`src/rtl/life_evo_sequencer.sv`:
```
// life_evo_sequencer: run-control sequencer for the Life datapath.
// Owns the game FSM, the programmable evolution tick, ping-pong bank select,
// single-step, generation counter and the edit cursor.
//
// Optional feature macro: CURSOR_WRAP_EN
//   defined   -> cursor moves wrap around the grid edges
//   undefined -> cursor saturates at the edges
//
// Ports:
//   clk_vga, reset_btn (async, active-high)
//   cmd_start/cmd_pause/cmd_clear/cmd_step : command pulses
//   cmd_manual : level, edit mode requested
//   dir        : one-hot cursor move {D,S,W,A}
//   speed_sel  : generation period = TICK_PERIOD << speed_sel
//   init_busy, round_busy : engine status
//   state      : 0 RST, 1 RUN, 2 PAUSE, 3 SETTING, 4 STEP
//   evo_bank, evo_start, clear_req : datapath control
//   cursor_x, cursor_y, cursor_addr : edit cursor
//   generation : completed generations since clear
//   overrun    : sticky, tick expired while round engine busy
module life_evo_sequencer #(
  parameter int unsigned GRID_W      = 800,
  parameter int unsigned GRID_H      = 600,
  parameter int unsigned ADDR_W      = 24,
  parameter int unsigned TICK_PERIOD = 5000000,
  parameter int unsigned GEN_W       = 16
) (
  input  logic              clk_vga,
  input  logic              reset_btn,
  input  logic              cmd_start,
  input  logic              cmd_pause,
  input  logic              cmd_clear,
  input  logic              cmd_step,
  input  logic              cmd_manual,
  input  logic [3:0]        dir,
  input  logic [1:0]        speed_sel,
  input  logic              init_busy,
  input  logic              round_busy,
  output logic [2:0]        state,
  output logic              evo_bank,
  output logic              evo_start,
  output logic              clear_req,
  output logic [11:0]       cursor_x,
  output logic [11:0]       cursor_y,
  output logic [ADDR_W-1:0] cursor_addr,
  output logic [GEN_W-1:0]  generation,
  output logic              overrun
);

  typedef enum logic [2:0] {
    StRst     = 3'd0,
    StRun     = 3'd1,
    StPause   = 3'd2,
    StSetting = 3'd3,
    StStep    = 3'd4
  } state_e;

  // Longest period is TICK_PERIOD << 3.
  localparam int unsigned TICK_W = $clog2(TICK_PERIOD * 8);

  localparam logic [11:0]       XMax     = 12'(GRID_W - 1);
  localparam logic [11:0]       YMax     = 12'(GRID_H - 1);
  localparam logic [11:0]       XInit    = 12'(GRID_W / 2);
  localparam logic [11:0]       YInit    = 12'(GRID_H / 2);
  localparam logic [ADDR_W-1:0] AddrInit = ADDR_W'((GRID_H / 2) * GRID_W + GRID_W / 2);
  localparam logic [ADDR_W-1:0] RowStep  = ADDR_W'(GRID_W);
  localparam logic [ADDR_W-1:0] ColSpan  = ADDR_W'(GRID_W - 1);
  localparam logic [ADDR_W-1:0] RowSpan  = ADDR_W'((GRID_H - 1) * GRID_W);

  state_e              state_q, state_d, ret_q, ret_d;
  logic [TICK_W-1:0]   tick_q, tick_d;
  logic                bank_q, bank_d;
  logic                evo_q, evo_d;
  logic                clr_q, clr_d;
  logic [GEN_W-1:0]    gen_q, gen_d;
  logic                ovr_q, ovr_d;
  logic [11:0]         x_q, x_d, y_q, y_d;
  logic [ADDR_W-1:0]   addr_q, addr_d;
  logic [31:0]         period_m1;
  logic                tick_done;
  logic                do_clear;

  // speed_sel is read live; >= makes a lowered period fire on the next cycle.
  assign period_m1 = (32'(TICK_PERIOD) << speed_sel) - 32'd1;
  assign tick_done = 32'(tick_q) >= period_m1;

  always_comb begin
    state_d  = state_q;
    ret_d    = ret_q;
    tick_d   = tick_q;
    bank_d   = bank_q;
    evo_d    = 1'b0;
    clr_d    = 1'b0;
    gen_d    = gen_q;
    ovr_d    = ovr_q;
    x_d      = x_q;
    y_d      = y_q;
    addr_d   = addr_q;
    do_clear = 1'b0;

    unique case (state_q)
      StRst: begin
        if (!init_busy) begin
          if (cmd_start) begin
            state_d = StPause;
          end else if (cmd_manual) begin
            state_d = StSetting;
            ret_d   = StRst;
          end
        end
      end
      StRun: begin
        if (cmd_clear) begin
          do_clear = 1'b1;
        end else if (cmd_pause) begin
          state_d = StPause;
        end else if (tick_done) begin
          if (!round_busy) begin
            tick_d = '0;
            bank_d = ~bank_q;
            evo_d  = 1'b1;
            gen_d  = gen_q + GEN_W'(1);
          end else begin
            ovr_d = 1'b1;  // tick holds until the engine is free
          end
        end else begin
          tick_d = tick_q + TICK_W'(1);
        end
      end
      StPause: begin
        if (cmd_clear) begin
          do_clear = 1'b1;
        end else if (cmd_pause) begin
          state_d = StPause;
        end else if (cmd_step) begin
          state_d = StStep;
          bank_d  = ~bank_q;
          evo_d   = 1'b1;
          gen_d   = gen_q + GEN_W'(1);
        end else if (cmd_start) begin
          state_d = StRun;
        end else if (cmd_manual) begin
          state_d = StSetting;
          ret_d   = StPause;
        end
      end
      StStep: begin
        // Entry cycle is marked by evo_q; engine busy only shows after it.
        if (cmd_clear) begin
          do_clear = 1'b1;
        end else if (!evo_q && !round_busy) begin
          state_d = StPause;
        end
      end
      StSetting: begin
        if (cmd_clear) begin
          do_clear = 1'b1;
        end else if (!cmd_manual) begin
          state_d = ret_q;
        end else begin
          unique case (dir)
            4'b0001: begin  // A
              if (x_q != '0) begin
                x_d    = x_q - 12'd1;
                addr_d = addr_q - ADDR_W'(1);
              end
`ifdef CURSOR_WRAP_EN
              else begin
                x_d    = XMax;
                addr_d = addr_q + ColSpan;
              end
`endif
            end
            4'b1000: begin  // D
              if (x_q != XMax) begin
                x_d    = x_q + 12'd1;
                addr_d = addr_q + ADDR_W'(1);
              end
`ifdef CURSOR_WRAP_EN
              else begin
                x_d    = '0;
                addr_d = addr_q - ColSpan;
              end
`endif
            end
            4'b0010: begin  // W
              if (y_q != '0) begin
                y_d    = y_q - 12'd1;
                addr_d = addr_q - RowStep;
              end
`ifdef CURSOR_WRAP_EN
              else begin
                y_d    = YMax;
                addr_d = addr_q + RowSpan;
              end
`endif
            end
            4'b0100: begin  // S
              if (y_q != YMax) begin
                y_d    = y_q + 12'd1;
                addr_d = addr_q + RowStep;
              end
`ifdef CURSOR_WRAP_EN
              else begin
                y_d    = '0;
                addr_d = addr_q - RowSpan;
              end
`endif
            end
            default: begin
            end
          endcase
        end
      end
      default: state_d = StRst;
    endcase

    if (do_clear) begin
      state_d = StRst;
      tick_d  = '0;
      bank_d  = 1'b0;
      evo_d   = 1'b0;
      gen_d   = '0;
      ovr_d   = 1'b0;
      clr_d   = 1'b1;
    end
  end

  always_ff @(posedge clk_vga or posedge reset_btn) begin
    if (reset_btn) begin
      state_q <= StRst;
      ret_q   <= StRst;
      tick_q  <= '0;
      bank_q  <= 1'b0;
      evo_q   <= 1'b0;
      clr_q   <= 1'b0;
      gen_q   <= '0;
      ovr_q   <= 1'b0;
      x_q     <= XInit;
      y_q     <= YInit;
      addr_q  <= AddrInit;
    end else begin
      state_q <= state_d;
      ret_q   <= ret_d;
      tick_q  <= tick_d;
      bank_q  <= bank_d;
      evo_q   <= evo_d;
      clr_q   <= clr_d;
      gen_q   <= gen_d;
      ovr_q   <= ovr_d;
      x_q     <= x_d;
      y_q     <= y_d;
      addr_q  <= addr_d;
    end
  end

  assign state       = state_q;
  assign evo_bank    = bank_q;
  assign evo_start   = evo_q;
  assign clear_req   = clr_q;
  assign cursor_x    = x_q;
  assign cursor_y    = y_q;
  assign cursor_addr = addr_q;
  assign generation  = gen_q;
  assign overrun     = ovr_q;

endmodule

```
`config.mk`:
```
export PLATFORM = sky130hd
export DESIGN_NAME = life_evo_sequencer
export DESIGN_NICKNAME = d
export VERILOG_FILES = /design/src/rtl/life_evo_sequencer.sv
export SDC_FILE = /design/constraint.sdc
export NUM_CORES = 1
export LEC_CHECK = 0
export CORE_MARGIN = 5
export CORE_UTILIZATION = 59
export CTS_CLUSTER_DIAMETER = 100
export DETAILED_ROUTE_END_ITERATION = 8
export PLACE_DENSITY = 0.82
export SYNTH_ARGS = -nofsm -noshare
export SYNTH_HDL_FRONTEND = slang
export SYNTH_SLANG_ARGS = --single-unit
```
`constraint.sdc`:
```
create_clock -name clk_vga -period 4.45 [get_ports clk_vga]
set_clock_uncertainty 0.15 [all_clocks]
set_input_delay 0.89 -clock clk_vga [delete_from_list [all_inputs] [get_ports clk_vga]]
set_output_delay 0.89 -clock clk_vga [all_outputs]
set_load 0.1 [all_outputs]
```
==> impl_results.md <==
- Reg2Reg Launch Point: cursor_addr[5]
- Detailed-route via count: 7939
- Insertion delay to the later sink of the worst-skew pair: 0.36 ns
- # fillers: 1066
- Vertical die dimension: 129.1 µm
- Vias in the first global route: 7546
- Clock slew at reported path FFs: 0.07 ns
- Synthesized cell area: 8364 µm²
- Post-CTS Setup Repair Bufs: 0
- Diode count: 0
- Area growth from synthesis to layout: 22.51%
- Total grt overflow: 0
- Outcome: finished, final reports clean
- Boundary pin count: 86
- Weighted congestion reported at the end of routability-driven placement: 0.9198
- Fraction of layout instances using a drive strength above 1: 0.1137
- Net count of the mapped netlist: 1083
- Post-route design area: 10250 µm²
- Worst EP arrival: 4.32 ns
- Leakage component of the power: 4.490 nW
- Post-synth EDFFs: 0
- Capture point of the worst reg-to-reg path: cursor_addr[23]
- Largest cells by area after synthesis: sky130_fd_sc_hd__dfrtp_1, sky130_fd_sc_hd__ha_1, sky130_fd_sc_hd__a21oi_1
- Antenna violations before repair: 0
- Period utilization: 0.9444
- Average detailed-routed wire length per instance: 16.57 µm
- Minimum period implied by the final worst setup slack: 4.203 ns
- Leading area contributor after synthesis: sky130_fd_sc_hd__dfrtp_1
- Total routing usage reported by global routing: 0.2604
- Data required time of the critical path: 4.57 ns
- Type of the setup path with the least slack: input port to flip-flop
- Synth warn: 0
- Synthesized-area fraction occupied by and/or/nand/nor cells: 0.2043
- Max-slew violation count: 0
- Fraction of the mapped netlist area in compound gates: 0.2169
- Routed Wire Length: 21.50 mm
- Cell depth of the worst min-delay path: 2
- Ranking of synthesized cells by instance count: sky130_fd_sc_hd__a21oi_1, sky130_fd_sc_hd__ha_1, sky130_fd_sc_hd__dfrtp_1
- Multiplexer area fraction after synthesis: 0.04667
- Number of distinct standard cells referenced by the synthesized netlist: 72
- Detailed Routing Iterations Pass 1: 5
- Most frequent cell after synthesis: sky130_fd_sc_hd__a21oi_1
- Clock tree from TritonCTS: done
- Largest fanout on the critical path: 37
- Sum Neg Setup Slack: 0 ns
- Post-layout power: 0.007207 W
- Synthesized instance count: 976
- Die span in x: 129.1 µm
- CTS sink cnt: 98
- HPWL after detailed placement: 15.93 mm
- Per-cell via count in the routed design: 6.121
- Min-delay worst type: flip-flop to flip-flop
- Least setup slack across all paths after layout: 0.2474 ns
- Fmax achieved: 237.9 MHz
- Most frequently used flop master after synthesis: sky130_fd_sc_hd__dfrtp_1
- Maximum Capacitance Violations: 0
- Total setup violations reported at the end of the flow: 0
- Core region area: 13880 µm²
- Largest net degree at the start of global routing: 63
- Total count of hold-check failures in the final report: 0
- Fraction of synthesized cell area taken by the top area cell type: 0.2483
- Cts bufs inserted: 9
- Area share of fa/ha/maj cells after synthesis: 0.1412
- R2R depth: 10
- Slew headroom: 0.3235
- Bufs on Longest Clock Path: 2
- Measured slew at the worst slew-check pin: 1.012 ns
- Maximum ir drop on the vdd rail: 553.8 µV
- Total Nets Final: 1219
- Average instance area after synthesis: 8.570 µm²
- XOR/XNOR share of the synthesized area: 0.06073
- End point of the most critical hold path: overrun
- Residual antenna-violating net count after detailed routing: 0
- DRC Markers: 0
- Area enclosed by the die boundary: 16660 µm²
- Post-place instance area: 9925 µm²
- Total area of sequential cells: 2471 µm²
- Port Buffer Count: 85
- Flip-flop and latch count after synthesis: 98
- Initial drt markers: 592
- Unrepaired setup endpoints after global routing: no
- H-tree lvl count: 3
- Master cell of the clock root buffer: sky130_fd_sc_hd__clkbuf_16
- Worst Setup Start Kind: input port
- Combinational family with the most area after synthesis: compound AO/OA/AOI/OAI gates
- Hold buffers post-CTS: 0
- Multi-input combinational cell area: 5655 µm²
- # rows: 43
- Share of the yosys chip area belonging to registers: 0.2954
- First-pass GRT wire length: 36.01 mm
- Worst Setup End Kind: flip-flop
- Starting Density: 0.6026
- Post-place setup slack: -0.1303 ns
- Register-to-Register Setup Slack: 1.23 ns
- Power density normalized to cell area: 703.3 nW/µm²
- Proportion of synthesized flip-flops having asynchronous set or reset: 1.000
- Start point of the worst hold path: overrun
[flip-flops by register name, indices dropped and copies added, names as in the netlist]
| name | cells |
|---|---|
| generation | 16 |
| overrun | 1 |
| state | 3 |
| cursor_addr | 24 |
| evo_start | 1 |
| evo_bank | 1 |
| tick_q | 26 |
| ret_q | 1 |
| cursor_y | 12 |
| clear_req | 1 |
| cursor_x | 12 |
[layout by cell type, fill, tap and decap left out, types with 4 or more instances in the layout]
master                            instances
sky130_fd_sc_hd__xnor2_1                 39
sky130_fd_sc_hd__buf_4                   67
sky130_fd_sc_hd__o21ai_0                 35
sky130_fd_sc_hd__clkdlybuf4s50_1         85
sky130_fd_sc_hd__a21oi_1                 93
sky130_fd_sc_hd__clkbuf_16                9
sky130_fd_sc_hd__nand3_1                 43
sky130_fd_sc_hd__inv_1                   42
sky130_fd_sc_hd__nor3b_1                  7
sky130_fd_sc_hd__a21o_1                  26
sky130_fd_sc_hd__nor2b_1                 10
sky130_fd_sc_hd__a21boi_1                 4
sky130_fd_sc_hd__dfstp_2                 15
sky130_fd_sc_hd__or3_1                    6
sky130_fd_sc_hd__nand3b_1                11
sky130_fd_sc_hd__and2_1                   4
sky130_fd_sc_hd__nor4b_1                  4
sky130_fd_sc_hd__nor2_1                  74
sky130_fd_sc_hd__o21a_1                   6
sky130_fd_sc_hd__a211o_1                  4
sky130_fd_sc_hd__nor3_1                  21
sky130_fd_sc_hd__and3_1                  11
sky130_fd_sc_hd__mux2_1                   9
sky130_fd_sc_hd__or4_1                   13
sky130_fd_sc_hd__nor4_1                  10
sky130_fd_sc_hd__o31ai_1                 16
sky130_fd_sc_hd__or2_2                    5
sky130_fd_sc_hd__a31oi_1                  8
sky130_fd_sc_hd__xor2_1                  19
sky130_fd_sc_hd__ha_1                    87
sky130_fd_sc_hd__o21bai_1                 9
sky130_fd_sc_hd__nand2_1                 77
sky130_fd_sc_hd__nand2b_1                14
sky130_fd_sc_hd__o211ai_1                 8
sky130_fd_sc_hd__a221o_1                  4
sky130_fd_sc_hd__a211oi_1                13
sky130_fd_sc_hd__dfrtp_1                 83
sky130_fd_sc_hd__nand4_1                 11
sky130_fd_sc_hd__o21ai_1                 24
sky130_fd_sc_hd__mux2i_1                 24
[power breakdown]
part	total, W	leakage, nW	internal, W	switching (W)
clock	0.000834	0.150	0.000447	0.000387
combinational	0.00496	3.08	0.00182	0.00314
sequential	0.00141	1.26	0.00112	0.000295
total	0.00721	4.49	0.00338	0.00382
[metrics by stage]
step / hold WS [ns] / util / std cells
CTS: 0.3477 / 0.7373 / 1297
finish: 0.3450 / 0.7382 / 1297
detailed placement: 0.3309 / 0.7150 / 1281
floorplan: 0.3213 / - / 976
global route: 0.3781 / 0.7382 / 1297
global placement: 0.3340 / 0.7150 / 1281
[critical path: stages]
cell and delay [ns]:
sky130_fd_sc_hd__clkdlybuf4s50_1 0.48, sky130_fd_sc_hd__inv_1 0.09, sky130_fd_sc_hd__ha_1 0.23, sky130_fd_sc_hd__nor4_2 0.28
sky130_fd_sc_hd__nand3_1 0.12, sky130_fd_sc_hd__xnor2_1 0.14, sky130_fd_sc_hd__ha_1 0.26, sky130_fd_sc_hd__and4_1 0.17
sky130_fd_sc_hd__a21oi_1 0.14, sky130_fd_sc_hd__o211ai_1 0.10, sky130_fd_sc_hd__a21oi_1 0.18, sky130_fd_sc_hd__o31ai_2 0.10
sky130_fd_sc_hd__o211a_2 0.27, sky130_fd_sc_hd__buf_12 0.17, sky130_fd_sc_hd__or4b_1 0.52, sky130_fd_sc_hd__a21oi_1 0.17
[cell type report]
cell class	count	share of cell area
Clock buffer	9	0.02198
Clock inverter	7	0.008303
Inverter	45	0.01673
Multi-Input combinational cell	803	0.5519
Sequential cell	98	0.2411
Tap cell	180	0.02198
Timing Repair Buffer	155	0.1380
[timing repair]
action,4_1_cts,5_1_grt
resized for setup,0,3
hold endpoints to repair,0,0
setup endpoints to repair,0,17
[cells by family after synthesis]
group                      after synthesis
AOI/OAI and AO/OA                      282
xor gates and xnor gates                58
adders and majority gates               92
buffers and inverters                   75
DFF                                     98
muxes                                   37
and+or+nand+nor                        334
[worst max path at each step]
stage,cells past startpoint,to,start
finish,16,tick_q[16],speed_sel[0]
global route,16,tick_q[3],speed_sel[0]
CTS,16,tick_q[16],speed_sel[0]
detailed placement,13,cursor_addr[23],dir[1]
global placement,13,cursor_addr[23],dir[0]
floorplan,11,cursor_addr[23],dir[0]
[per-layer routing]
| metal | share of wire | vias up | global-route usage |
|---|---|---|---|
| met3 | 0.046 | 44 | 0.02968 |
| met5 | 0 | - | 0 |
| met4 | 0.027 | 0 | 0.1013 |
| met2 | 0.48 | 236 | 0.4335 |
| li1 | - | 3882 | - |
| met1 | 0.45 | 3777 | 0.3489 |
Power figures use the tool's default switching activity.
